`src/rtl/conv_stream_receiver.sv`:
```
// Receives a kernel-then-feature-map beat stream and re-forms it into tagged
// 4x4 sliding windows, two per beat, for each channel of each kernel.
module conv_stream_receiver #(
  parameter int DW     = 8,
  parameter int FMAP_W = 64,
  parameter int KSZ    = 4
) (
  input  logic              clk,
  input  logic              rst_n,
  input  logic              in_start_conv,
  input  logic [2:0]        in_cfg_ci,
  input  logic [2:0]        in_cfg_co,
  input  logic [DW-1:0]     in_data0,
  input  logic [DW-1:0]     in_data1,
  input  logic [DW-1:0]     in_data2,
  input  logic [DW-1:0]     in_data3,
  input  logic [DW-1:0]     in_data4,
  input  logic [DW-1:0]     in_data5,
  input  logic [DW-1:0]     in_data6,
  input  logic [DW-1:0]     in_data7,
  output logic [16*DW-1:0]  o_kernel,
  output logic              o_kernel_valid,
  output logic [16*DW-1:0]  o_win0,
  output logic [16*DW-1:0]  o_win1,
  output logic              o_win0_valid,
  output logic              o_win1_valid,
  output logic [4:0]        o_knl_id,
  output logic [4:0]        o_chnl_id,
  output logic [5:0]        o_row,
  output logic [5:0]        o_col0,
  output logic              o_last_chnl,
  output logic              o_done,
  output logic [1:0]        dbg_state
);

  localparam int BEATS = FMAP_W / 2;
  localparam int ROWS  = FMAP_W - KSZ + 1;
  localparam int BW    = $clog2(BEATS);

  typedef enum logic [1:0] {
    S_IDLE  = 2'd0,
    S_KLOAD = 2'd1,
    S_DATA  = 2'd2,
    S_DONE  = 2'd3
  } state_t;

  state_t              state;
  logic [4:0]          nch_m1;
  logic [4:0]          nkn_m1;
  logic [4:0]          chnl;
  logic [4:0]          knl;
  logic [5:0]          row;
  logic [BW-1:0]       beat;
  logic                kbeat;
  logic [8*DW-1:0]     kstage;
  logic [4*DW-1:0]     col_a;
  logic [4*DW-1:0]     col_b;
  logic [4*DW-1:0]     col_c;

  logic [8*DW-1:0]     cur;
  logic [4*DW-1:0]     cur_even;
  logic [4*DW-1:0]     cur_odd;

  // The stream has no backpressure: every cycle in KLOAD/DATA with
  // in_start_conv high consumes exactly one beat.
  assign cur      = {in_data7, in_data6, in_data5, in_data4,
                     in_data3, in_data2, in_data1, in_data0};
  assign cur_even = cur[4*DW-1:0];
  assign cur_odd  = cur[8*DW-1:4*DW];
  assign dbg_state = state;

  function automatic logic [4:0] last_idx(input logic [2:0] code);
    return (code > 3'd3) ? 5'd31 : {code[1:0], 3'b111};
  endfunction

  function automatic logic [16*DW-1:0] make_win(input logic [4*DW-1:0] c0,
                                               input logic [4*DW-1:0] c1,
                                               input logic [4*DW-1:0] c2,
                                               input logic [4*DW-1:0] c3);
    logic [16*DW-1:0] w;
    for (int r = 0; r < 4; r++) begin
      w[DW*(4*r+0) +: DW] = c0[DW*r +: DW];
      w[DW*(4*r+1) +: DW] = c1[DW*r +: DW];
      w[DW*(4*r+2) +: DW] = c2[DW*r +: DW];
      w[DW*(4*r+3) +: DW] = c3[DW*r +: DW];
    end
    return w;
  endfunction

  always_ff @(posedge clk or negedge rst_n) begin
    if (!rst_n) begin
      state          <= S_IDLE;
      nch_m1         <= '0;
      nkn_m1         <= '0;
      chnl           <= '0;
      knl            <= '0;
      row            <= '0;
      beat           <= '0;
      kbeat          <= 1'b0;
      kstage         <= '0;
      col_a          <= '0;
      col_b          <= '0;
      col_c          <= '0;
      o_kernel       <= '0;
      o_kernel_valid <= 1'b0;
      o_win0         <= '0;
      o_win1         <= '0;
      o_win0_valid   <= 1'b0;
      o_win1_valid   <= 1'b0;
      o_knl_id       <= '0;
      o_chnl_id      <= '0;
      o_row          <= '0;
      o_col0         <= '0;
      o_last_chnl    <= 1'b0;
      o_done         <= 1'b0;
    end else begin
      o_kernel_valid <= 1'b0;
      o_win0_valid   <= 1'b0;
      o_win1_valid   <= 1'b0;
      o_last_chnl    <= 1'b0;
      o_done         <= 1'b0;

      if ((state == S_KLOAD || state == S_DATA) && !in_start_conv) begin
        // Abort: drop the stream, keep the last kernel on o_kernel.
        state     <= S_IDLE;
        chnl      <= '0;
        knl       <= '0;
        row       <= '0;
        beat      <= '0;
        kbeat     <= 1'b0;
        o_knl_id  <= '0;
        o_chnl_id <= '0;
        o_row     <= '0;
        o_col0    <= '0;
      end else begin
        case (state)
          S_IDLE: begin
            if (in_start_conv) begin
              state  <= S_KLOAD;
              nch_m1 <= last_idx(in_cfg_ci);
              nkn_m1 <= last_idx(in_cfg_co);
              chnl   <= '0;
              knl    <= '0;
              row    <= '0;
              beat   <= '0;
              kbeat  <= 1'b0;
            end
          end

          S_KLOAD: begin
            o_knl_id  <= knl;
            o_chnl_id <= chnl;
            if (!kbeat) begin
              kstage <= cur;
              kbeat  <= 1'b1;
            end else begin
              o_kernel       <= {cur, kstage};
              o_kernel_valid <= 1'b1;
              kbeat          <= 1'b0;
              row            <= '0;
              beat           <= '0;
              state          <= S_DATA;
            end
          end

          S_DATA: begin
            // col_a..col_c hold the three newest columns of the current row.
            col_a     <= col_c;
            col_b     <= cur_even;
            col_c     <= cur_odd;
            o_knl_id  <= knl;
            o_chnl_id <= chnl;
            o_row     <= row;

            if (beat == '0) begin
              o_col0 <= '0;
            end else if (beat == BW'(1)) begin
              o_col0       <= '0;
              o_win0       <= make_win(col_b, col_c, cur_even, cur_odd);
              o_win0_valid <= 1'b1;
              o_last_chnl  <= (chnl == nch_m1);
            end else begin
              o_col0       <= 6'({beat, 1'b0}) - 6'd3;
              o_win0       <= make_win(col_a, col_b, col_c, cur_even);
              o_win1       <= make_win(col_b, col_c, cur_even, cur_odd);
              o_win0_valid <= 1'b1;
              o_win1_valid <= 1'b1;
              o_last_chnl  <= (chnl == nch_m1);
            end

            if (beat == BW'(BEATS - 1)) begin
              beat <= '0;
              if (row == 6'(ROWS - 1)) begin
                row <= '0;
                if (chnl == nch_m1) begin
                  if (knl == nkn_m1) begin
                    state  <= S_DONE;
                    o_done <= 1'b1;
                  end else begin
                    chnl  <= '0;
                    knl   <= knl + 5'd1;
                    state <= S_KLOAD;
                  end
                end else begin
                  chnl  <= chnl + 5'd1;
                  state <= S_KLOAD;
                end
              end else begin
                row <= row + 6'd1;
              end
            end else begin
              beat <= beat + BW'(1);
            end
          end

          S_DONE: begin
            if (!in_start_conv) begin
              state     <= S_IDLE;
              chnl      <= '0;
              knl       <= '0;
              row       <= '0;
              beat      <= '0;
              o_knl_id  <= '0;
              o_chnl_id <= '0;
              o_row     <= '0;
              o_col0    <= '0;
            end
          end

          default: state <= S_IDLE;
        endcase
      end
    end
  end

endmodule

```
`config.mk`:
```
export PLATFORM = sky130hd
export DESIGN_NAME = conv_stream_receiver
export DESIGN_NICKNAME = d
export VERILOG_FILES = /design/src/rtl/conv_stream_receiver.sv
export SDC_FILE = /design/constraint.sdc
export NUM_CORES = 1
export LEC_CHECK = 0
export BUFFER_PORTS_ARGS = -buffer_cell sky130_fd_sc_hd__buf_2
export CORE_ASPECT_RATIO = 0.6
export CORE_MARGIN = 4
export CORE_UTILIZATION = 40
export DETAILED_ROUTE_END_ITERATION = 7
export SYNTH_ARGS = -nofsm -noshare
export SYNTH_HDL_FRONTEND = slang
export SYNTH_SLANG_ARGS = --single-unit
```
`constraint.sdc`:
```
create_clock -name clk -period 6.4 [get_ports clk]
set_clock_uncertainty 0.2 [all_clocks]
set_input_delay 0.32 -clock clk [delete_from_list [all_inputs] [get_ports clk]]
set_output_delay 0.32 -clock clk [all_outputs]
set_load 0.02 [all_outputs]
```
==> Yosys cells after proc, flatten, opt, wreduce, memory -nomap -nowiden <==
Index checks and enable logic that the tools add are counted.
{ "totals": {"ff_bits": 605, "input_bits": 73} }
{ "classes": {"add_sub_neg": 5, "n_lt_le_gt_ge": 2, "n_eq_ne": 16, "muxes": 70, "bitwise": 4, "reduce_logical": 24} }
{ "op_table": {"columns": ["cell", "n"], "rows": [
  ["$mux W128", 1],
  ["$mux W5", 19],
  ["$mux W6", 10],
  ["$pmux W5 S3", 2],
  ["$pmux W6 S2", 2],
  ["$pmux W6 S4", 1],
  ["$mux W1", 22],
  ["$pmux W5 S2", 2],
  ["$pmux W5 S4", 1],
  ["$mux W2", 8],
  ["$add A5 B1 Y5 const B", 3],
  ["$reduce_and A3 Y1", 5],
  ["$eq A5 B5 Y1", 2],
  ["$ne A3 B1 Y1 const B", 3],
  ["$ne A3 B3 Y1 const B", 3],
  ["$reduce_bool A3 Y1", 3],
  ["$pmux W2 S4", 1],
  ["$reduce_and A2 Y1", 4],
  ["$reduce_and A4 Y1", 2],
  ["$reduce_and A7 Y1", 1],
  ["$add A6 B1 Y6 const B", 1],
  ["$eq A6 B6 Y1 const B", 1],
  ["$gt A3 B2 Y1 const B", 2],
  ["$reduce_and A6 Y1", 1],
  ["17 further kinds", 21]
]} }

==> Longest topological paths before layout <==
Gate-level depths: netlist (run 1).
{ "depth": {"word_depth": 7, "ltp_mapped": 11} }

==> Worst setup path after synthesis (run 1) <==
Ideal clock, no wire load.
{ "synth_timing": {"path_kind": "register to register", "startpoint": "register state[0] (netlist: dbg_state[0])", "endpoint": "register o_kernel[100]", "setup_ns": 0.125, "arrival_ns": 2.293, "t_required_ns": 6.075, "path_slack_ns": 3.783, "path_stages_with_launch": 10, "n_path_buf": 4, "path_cell_list": "dfrtp_1 -> inv_1 -> ha_1 -> clkbuf_1 -> nand2b_1 -> buf_2 -> and3_1 -> clkbuf_1 -> buf_2 -> mux2_2"} }
{ "synth_via": {"elab_chain_cells": 5} }
{ "synth_lines": {"columns": ["element", "line", "rtl"], "rows": [
  ["start: declaration", "47", "state_t state;"],
  ["start signal: assignment", "92", "state <= S_IDLE;"],
  ["start signal: assignment", "125", "state <= S_IDLE;"],
  ["start signal: assignment", "139", "state <= S_KLOAD;"],
  ["$eq A2 B1 Y1 or $eq A2 B2 Y1 (tied branches)", "123, 136", null],
  ["$logic_or A1 B1 Y1", "123", "if ((state == S_KLOAD || state == S_DATA) && !in_start_conv) begin"],
  ["$logic_and A1 B1 Y1", "123", null],
  ["$not A1 Y1 (no source line)", null, null],
  ["$reduce_and A3 Y1 (no source line) (*)", null, null],
  ["end signal: assignment", "157", "o_kernel <= {cur, kstage};"],
  ["end: declaration", "21", "output logic [16*DW-1:0] o_kernel,"]
]} }
Every way passes the cells marked *; elsewhere a longest branch is shown, timed or not.
A chain may end at the register's enable or synchronous reset.

==> Final worst setup path (run 1) <==
{ "layout_timing": {"startpoint": "register state[0] (netlist: dbg_state[0])", "endpoint": "register o_win0[88]"} }
{ "layout_via": {"elab_chain_cells": 5} }
{ "layout_lines": {"columns": ["element", "line", "rtl"], "rows": [
  ["$eq A2 B1 Y1 or $eq A2 B2 Y1 (tied branches)", "123, 136", null],
  ["$logic_or A1 B1 Y1", "123", null],
  ["$logic_and A1 B1 Y1", "123", null],
  ["$not A1 Y1 (no source line)", null, null],
  ["$reduce_and A3 Y1 (no source line) (*)", null, null],
  ["end signal: assignment", "179", "o_win0 <= make_win(col_b, col_c, cur_even, cur_odd);"],
  ["end signal: assignment", "184", "o_win0 <= make_win(col_a, col_b, col_c, cur_even);"],
  ["end: declaration", "23", "output logic [16*DW-1:0] o_win0,"]
]} }
Marked as above.

==> flow_summary.ini, run 1 <==
[final_layout]
fin_nets = 2548
n_antenna_cell = 0
nFillCells = 5258
layout-drive-gt1-share_pct = 37.0
syn2layout_area_growth_pct = 23.7

[critical_path]
startpoint_type = flip-flop
critical_path_class = flip-flop to flip-flop
critical_path.max_stage_delay_ps = 780
slowest_stage = a21oi_4
crit_fanout = 155
r2r-start = dbg_state[0]$_DFFE_PN0P_
cp.required_ps = 6720
cp_data_arrival_time_ps = 4250
crit_buf_inv = 2
cp_cell_sequence = inv_1, ha_1, nand2b_1, nand2_1, a21oi_4, buf_12, nor2_1, a21oi_1
ff2ff_setup_slack_ps = 2480
crit_family = simple AND/OR/NAND/NOR gates
startpoint = dbg_state[0]$_DFFE_PN0P_
endpoint_kind = flip-flop

[route]
vias_per_cell = 5.12
ant_nets = 0
post_drt_wl_per_cell_um = 20.4
wl_mm = 67.1
vias = 16830
dr.pass1.iters = 7
drtIter0Drc = 1112
route.detailed.drc = 0

[grt]
grt_overflow = 0
grt_max_degree = 174
antenna_found_initial = 0
grt_pass1_vias = 17210
grt_pass1_wl_mm = 105
track_usage_pct = 20.6

[timing]
slew_violations = 0
period_minus_slack_ps = 3920
period_share_pct = 61.3
tightest_slew_ps = 1140
fmax_mhz = 255
timing_hold_violations_final = 0
tns_ps = 0
rsz0062_at_grt = no
relSlewSlack_pct = 22.2
setup_viol = 0

[run]
max-cap-violations = 0

[cts]
htree_levels = 2
cts.clk_slew.worst_paths_ps = 70
clock_insertion_delay_worst_skew_ps = 610
post-cts-setup-buffers = 0
cts_tree = done
cts.sinks = 600
numCtsBuffers = 55
root_buffer = clkbuf_16
clk_path_buf_depth = 3

[logic_synthesis]
synth.avg_cell_area_um2 = 12.4
synth_edf_count = 0
syn_nets = 2024
ys_warn_count = 0
synth_area_um2 = 24100
synthArstFlopShare_pct = 100
seq_area_frac_synth_pct = 62.3
synth_most_common_cell = dfrtp_1
synth_cell_types = 45
yosys-top-cells-count = dfrtp_1 (600), nand2_1 (333), mux2_2 (322)
synth_area_leaders = dfrtp_1 (62%), mux2_2 (15%), mux2i_1 (5.4%)
synth_flop_cell = dfrtp_1
synth.top_cell.area_share_pct = 62.3
netlist_instances = 1936
synth_top_area_cell = dfrtp_1
ys_ff_latch = 600

[floorplan]
die_height_um = 198
dieArea_um2 = 64400
rows = 69
initial_core_util_pct = 40.6
pin_count = 486
core_area_um2 = 59400
die_w_um = 325

[power_and_ir_drop]
p_per_area_nw_per_um2 = 538
p_leak_nw = 14.8
power.total_mw = 16.0
ir_drop_mv = 0.252

[outcome]
status = finished clean

[place]
dp_hpwl_mm = 44.5
gp_congestion = 0.814
portBuffers = 485

[min_path]
hold_class = input pin to async pin
[state kept, by name, summed over array words and instances, names as in the netlist, 6 cells and up]
| register | cells |
|---|---|
| o_kernel | 128 |
| o_win0 | 128 |
| o_win1 | 128 |
| kstage | 64 |
| col_a | 32 |
| col_b | 32 |
| col_c | 32 |
| o_col0 | 6 |
| o_row | 6 |
| row | 6 |
[area by class of cell]
type	count	area (µm²)	area share, %
Inverter	12	45.0	0.151
Sequential cell	600	15000	50.4
Clock buffer	80	1610	5.41
Tap cell	781	977	3.28
Multi-Input combinational cell	1215	8590	28.8
Clock inverter	22	209	0.701
Timing Repair Buffer	576	3360	11.3
[metal layers]
metal	wire length [µm]	part of all wire, %	vias to the layer above	GRT usage, %
met4	1390	2.1	0	5.23
li1	-	-	7683	-
met1	31300	47	8634	29.8
met5	0	0	-	0
met3	4470	6.7	89	5.30
met2	30000	45	424	31.3
[power by group]
group	switching, mW	total (mW)	internal, mW
clock	1.47	3.34	1.88
sequential	1.04	6.46	5.42
combinational	3.76	6.23	2.47
total	6.27	16.0	9.77
[final timing paths]
path                                           to  cells past startpoint
setup / recovery           o_win0[88]$_DFFE_PN0P_                      8
hold / removal             o_win1[51]$_DFFE_PN0P_                      2
setup reg to reg           o_win0[88]$_DFFE_PN0P_                      8
hold reg to reg             col_a[23]$_DFFE_PN0P_                      2
max in group asynchronous   kstage[1]$_DFFE_PN0P_                      3
min in group clk            col_a[23]$_DFFE_PN0P_                      2
[layout by cell type (no fill, tap or decap), types with 4 or more instances in the layout]
cell and n:
a21oi_1 132, buf_4 13, mux2i_1 131, buf_2 484, dlygate4sd3_1 74, o31ai_1 7
inv_1 12, ha_1 15, and3_1 5, nand2_1 330, o211ai_1 4, nor3_1 4
clkbuf_8 10, nor2b_1 4, and2_1 4, nand3_1 9, dfrtp_1 600, o21ai_0 32
nand2b_1 4, mux2_2 322, nor2_1 145, clkbuf_1 13, clkinvlp_4 4, a22oi_1 10
xnor2_1 4, a22o_1 7, nand2_4 4, clkinv_2 12, clkbuf_16 57, o21ai_1 9
buf_12 4
[logic make-up after synthesis]
| family | after synthesis | synth area share, % |
|---|---|---|
| flip-flops | 600 | 62.3 |
| AND/OR/NAND/NOR | 525 | 8.76 |
| multiplexers | 453 | 20.5 |
| AO/OA/AOI/OAI | 216 | 5.08 |
| buffers and inverters | 121 | 2.20 |
| adder cells (fa/ha/maj) | 15 | 0.779 |
| XOR/XNOR | 6 | 0.374 |
[per-stage QoR]
step	hold WS, ps	area, µm²	setup WS (ps)	utilization, %	std cells
after floorplan	-176	24100	3780	-	1936
after global placement	233	27200	2750	45.9	3110
after detailed placement	243	27200	2530	45.9	3110
after CTS	158	29800	2530	50.2	3286
after global routing	222	29800	2170	50.2	3286
final	147	29800	2480	50.2	3286
[repair_timing]
| item | CTS | global route |
|---|---|---|
| endpoints found under the hold margin | 428 | 0 |
| setup endpoints to repair | 0 | 0 |
| gates resized for setup | 0 | 0 |
| hold buffers | 74 | 0 |
Note: power is estimated with default switching activity, not from simulation.
==> inputs of run 2 (changes only) <==
- clock period: 6.4 -> 4 ns (I/O delays scaled with it)
==> flow_summary.ini, run 2 (synthesis results as in run 1) <==
[final_layout]
n_antenna_cell = 0
layout-drive-gt1-share_pct = 37.5
syn2layout_area_growth_pct = 25.2
nFillCells = 5273
fin_nets = 2566
layout_commonest_cell = dfrtp_1
reg_top3 = o_kernel: 128 flops, o_win0: 128 flops, o_win1: 128 flops
fin_area_um2 = 30200
final_cell_mix = dfrtp_1 (600), buf_2 (484), nand2_1 (330), mux2_2 (322), nor2_1 (145)

[cts]
cts.repair.resized = 0
htree_levels = 2
root_buffer = clkbuf_16
cts.clk_slew.worst_paths_ps = 70
cts.sinks = 600
clock_insertion_delay_worst_skew_ps = 600
numCtsBuffers = 55
cts_hold_buf = 74
post-cts-setup-buffers = 0
cts_tree = done
clk_path_buf_depth = 3

[route]
dr.pass1.iters = 5
vias = 16962
drtIter0Drc = 1046
vias_per_cell = 5.14
route.detailed.drc = 0
ant_nets = 0
wl_mm = 68.1
post_drt_wl_per_cell_um = 20.6

[critical_path]
r2r-start = dbg_state[0]$_DFFE_PN0P_
startpoint = dbg_state[0]$_DFFE_PN0P_
cp_cell_sequence = inv_1, ha_1, nand2b_1, nand2_1, buf_4, a21oi_4, buf_12, nor2_1, a21oi_1
crit_family = buffers and inverters
endpoint_kind = flip-flop
crit_fanout = 99
critical_path_class = flip-flop to flip-flop
crit_buf_inv = 3
ff2ff_setup_slack_ps = 930
critical_path.max_stage_delay_ps = 440
slowest_stage = dfrtp_1
cp_data_arrival_time_ps = 3390
startpoint_type = flip-flop
cp.required_ps = 4330

[floorplan]
die_w_um = 325
pin_count = 486
die_height_um = 198
rows = 69
core_area_um2 = 59400
dieArea_um2 = 64400
initial_core_util_pct = 40.6

[power_and_ir_drop]
power_frac_comb_pct = 39.0
intPower_mw = 15.9
p_per_area_nw_per_um2 = 860
ir_drop_mv = 0.456
p_seq_share_pct = 39.9
p_leak_nw = 14.9
power_switching_share_pct = 38.8
switchingPower_mw = 10.1
clockPowerShare_pct = 21.1

[min_path]
hold_class = input pin to async pin

[timing]
rsz0062_at_grt = no
slew_violations = 0
period_minus_slack_ps = 3070
relSlewSlack_pct = 37.0
tns_ps = 0
period_share_pct = 76.6
setup_viol = 0
timing_hold_violations_final = 0
fmax_mhz = 326
tightest_slew_ps = 945

[grt]
grtUsageMet2_pct = 32.1
grt_pass1_wl_mm = 107
antenna_found_initial = 0
grt_max_degree = 103
busiest_layer = met2
track_usage_pct = 21.0
grt_pass1_vias = 17742
grt_overflow = 0
use_met3_pct = 5.35
grtUsageMet1_pct = 30.1

[outcome]
status = finished clean

[place]
dp_hpwl_mm = 46.6
dpl-instance-area_um2 = 27500
portBuffers = 485
gp_congestion = 0.818

[run]
max-cap-violations = 0
[run 2: cell types whose count changed in the layout (fill, tap and decap cells not counted)]
cell and change:
buf_12 +13, clkbuf_8 +6, clkinv_2 -6, buf_4 +5, clkbuf_1 -3, bufinv_16 +1, inv_8 -1
[run 2: metrics by stage]
step | total power [mW] | cells | util [%] | setup slack [ps] | hold slack (ps)
after floorplan | 16.6 | 1936 | - | 1380 | -296
after global placement | 20.2 | 3128 | 46.4 | 1220 | 130
after detailed placement | 20.6 | 3128 | 46.4 | 983 | 129
after CTS | 26.2 | 3301 | 50.8 | 965 | 55.7
after global routing | 27.5 | 3301 | 50.8 | 685 | 112
final | 25.9 | 3301 | 50.8 | 935 | 35.7
[run 2: routing by layer]
layer | share of wire, % | up-vias
met4 | 2.0 | 0
met1 | 46 | 8733
met2 | 45 | 451
met5 | 0 | -
li1 | - | 7693
met3 | 6.8 | 85
[run 2: power groups by stage]
stage          Clock, mW  Combinational (mW)  Sequential, mW
3_5_place_dp           0                10.1            10.4
6_report            5.47                10.1            10.4
4_1_cts             5.62                10.2            10.4
3_3_place_gp           0                9.93            10.3
2_1_floorplan          0                4.40            12.2
5_1_grt             5.87                11.0            10.7
[run 2: worst paths after layout]
path,cells after the start,endpoint
setup / recovery,9,o_win0[123]$_DFFE_PN0P_
hold / removal,2,o_win1[60]$_DFFE_PN0P_
setup reg to reg,9,o_win0[123]$_DFFE_PN0P_
hold reg to reg,2,o_col0[0]$_DFFE_PN0P_
max in group asynchronous,4,kstage[15]$_DFFE_PN0P_
min in group clk,4,col_c[31]$_DFFE_PN0P_
[run 2: area by class of cell]
type / count / area [µm²] / share of cell area, %
Clock buffer: 83 / 1680 / 5.58
Inverter: 12 / 45.0 / 0.149
Timing Repair Buffer: 594 / 3650 / 12.1
Clock inverter: 16 / 198 / 0.655
Tap cell: 781 / 977 / 3.24
Multi-Input combinational cell: 1215 / 8590 / 28.5
Sequential cell: 600 / 15000 / 49.8
==> inputs of run 3 (changes only) <==
- clock period: 4 -> 2.6 ns (I/O delays scaled with it)
==> flow_summary.ini, run 3 (synthesis results as in run 1) <==
[outcome]
status = finished clean

[critical_path]
cp.required_ps = 2870
endpoint_kind = flip-flop
critical_path_class = flip-flop to flip-flop
cp_data_arrival_time_ps = 2750
slowest_stage = dfrtp_1
reg2reg_depth = 9
startpoint_type = flip-flop
cp_cell_sequence = ha_1, and3_1, ha_1, and3_1, nand2_1, o31a_1, buf_4, o31ai_1, o31ai_2
ff2ff_setup_slack_ps = 120
crit_fanout = 6
critical_path.max_stage_delay_ps = 370

[final_layout]
layout_commonest_cell = dfrtp_1
fin_nets = 2626
layout-drive-gt1-share_pct = 39.0
syn2layout_area_growth_pct = 27.5
seq_area_um2 = 15000
final_cell_mix = dfrtp_1 (599), buf_2 (484), nand2_1 (330), mux2_2 (322), nor2_1 (145)
reg_top3 = o_kernel: 128 flops, o_win0: 128 flops, o_win1: 128 flops
n_antenna_cell = 0
multi_input_area_um2 = 8610
nFillCells = 5142

[timing]
period_minus_slack_ps = 2480
period_share_pct = 95.4
fmax_mhz = 403
rsz0062_at_grt = no
setup_viol = 0
tightest_slew_ps = 774
hold_slack_ps = 136
slew_violations = 0
timing_hold_violations_final = 0
tns_ps = 0
relSlewSlack_pct = 48.4

[route]
ant_nets = 0
dr.pass1.iters = 5
route.detailed.drc = 0
drtIter0Drc = 980
vias_per_cell = 5.14
wl_mm = 69.0
post_drt_wl_per_cell_um = 20.5
vias = 17266

[min_path]
whs_path_depth = 4
hold_class = input pin to flip-flop

[power_and_ir_drop]
clockPowerShare_pct = 20.7
power_switching_share_pct = 38.7
switchingPower_mw = 15.6
ir_drop_mv = 0.642
p_leak_nw = 15.3
power.total_mw = 40.2
p_per_area_nw_per_um2 = 1310
p_seq_share_pct = 39.7
power_frac_comb_pct = 39.6
intPower_mw = 24.6

[cts]
htree_levels = 2
clk_path_buf_depth = 3
cts.sinks = 600
cts.clk_slew.worst_paths_ps = 70
clock_insertion_delay_worst_skew_ps = 600
cts_tree = done
root_buffer = clkbuf_16
numCtsBuffers = 55

[grt]
grt_overflow = 0
grt_pass1_wl_mm = 109
grt_pass1_vias = 18183
track_usage_pct = 21.3
antenna_found_initial = 1
grt_max_degree = 79

[floorplan]
pin_count = 486
initial_core_util_pct = 40.6
die_height_um = 198
rows = 69
die_w_um = 325
dieArea_um2 = 64400
core_area_um2 = 59400

[place]
portBuffers = 485
gp_congestion = 0.838
dp_hpwl_mm = 48.0

[run]
max-cap-violations = 0
-- run 3: cell count changes in the layout (fill, tap and decap cells not counted), sizes merged --
cell | previous run | this run
dlygate4sd3 | 74 | 77
buf | 520 | 576
clkinv | 6 | 8
-- run 3: path summary, 6_finish.rpt --
path,endpoint,start
min in group asynchronous,o_win1[56]$_DFFE_PN0P_,rst_n
max in group asynchronous,o_win1[22]$_DFFE_PN0P_,rst_n
worst max-delay path,knl[4]$_DFFE_PN0P_,beat[0]$_DFFE_PN0P_
worst max register to register,knl[4]$_DFFE_PN0P_,beat[0]$_DFFE_PN0P_
worst min-delay path,col_c[31]$_DFFE_PN0P_,in_data7[7]
worst min register to register,col_a[6]$_DFFE_PN0P_,col_a[6]$_DFFE_PN0P_
-- run 3: what timing repair did --
| action | CTS | global route |
|---|---|---|
| endpoints found under the hold margin | 798 | 0 |
| gates resized for setup | 0 | 8 |
| setup endpoints to repair | 0 | 203 |
| setup buffers | 0 | 2 |
| hold buffers | 77 | 0 |
-- run 3: stage by stage --
| stage | std cells | cell area [µm²] | setup slack [ps] | util (%) |
|---|---|---|---|---|
| 2_1_floorplan | 1936 | 24100 | 14.1 | - |
| 3_3_place_gp | 3182 | 28000 | 132 | 47.2 |
| 3_5_place_dp | 3182 | 28000 | 66.2 | 47.2 |
| 4_1_cts | 3359 | 30700 | 39.0 | 51.6 |
| 5_1_grt | 3362 | 30700 | 8.52 | 51.7 |
| 6_report | 3362 | 30700 | 119 | 51.7 |
-- run 3: final cells by class --
type | instances | share of cell area [%]
flip-flops and latches | 600 | 48.9
repair buffers | 654 | 13.7
clock inverters | 18 | 0.684
inverters | 12 | 0.147
multi-input cells | 1215 | 28.0
clock buffers | 82 | 5.34
well taps | 781 | 3.18
-- run 3: power by group through the flow --
| stage | registers [mW] | clock network (mW) | logic [mW] |
|---|---|---|---|
| 2_1_floorplan | 18.8 | 0 | 6.77 |
| 3_5_place_dp | 16.1 | 0 | 15.9 |
| 3_3_place_gp | 15.9 | 0 | 15.6 |
| 5_1_grt | 16.5 | 8.96 | 17.2 |
| 4_1_cts | 15.9 | 8.55 | 16.0 |
| 6_report | 15.9 | 8.33 | 15.9 |
-- run 3: routing by layer --
metal  track usage, %  part of all wire, %  vias to the layer above
li1                 -                    -                     7846
met1             30.1                   46                     8845
met2             33.4                   46                      486
met3             5.66                  7.0                       89
met4             4.63                  1.7                        0
met5                0                    0                        -
-- run 3: worst max-delay path: cells and delay by family, from the launching register on --
family	cells	cell delay, ps
flops	1	370
buf+inv	1	160
simple gates	3	520
fa+ha+maj	2	370
compound gates	3	750
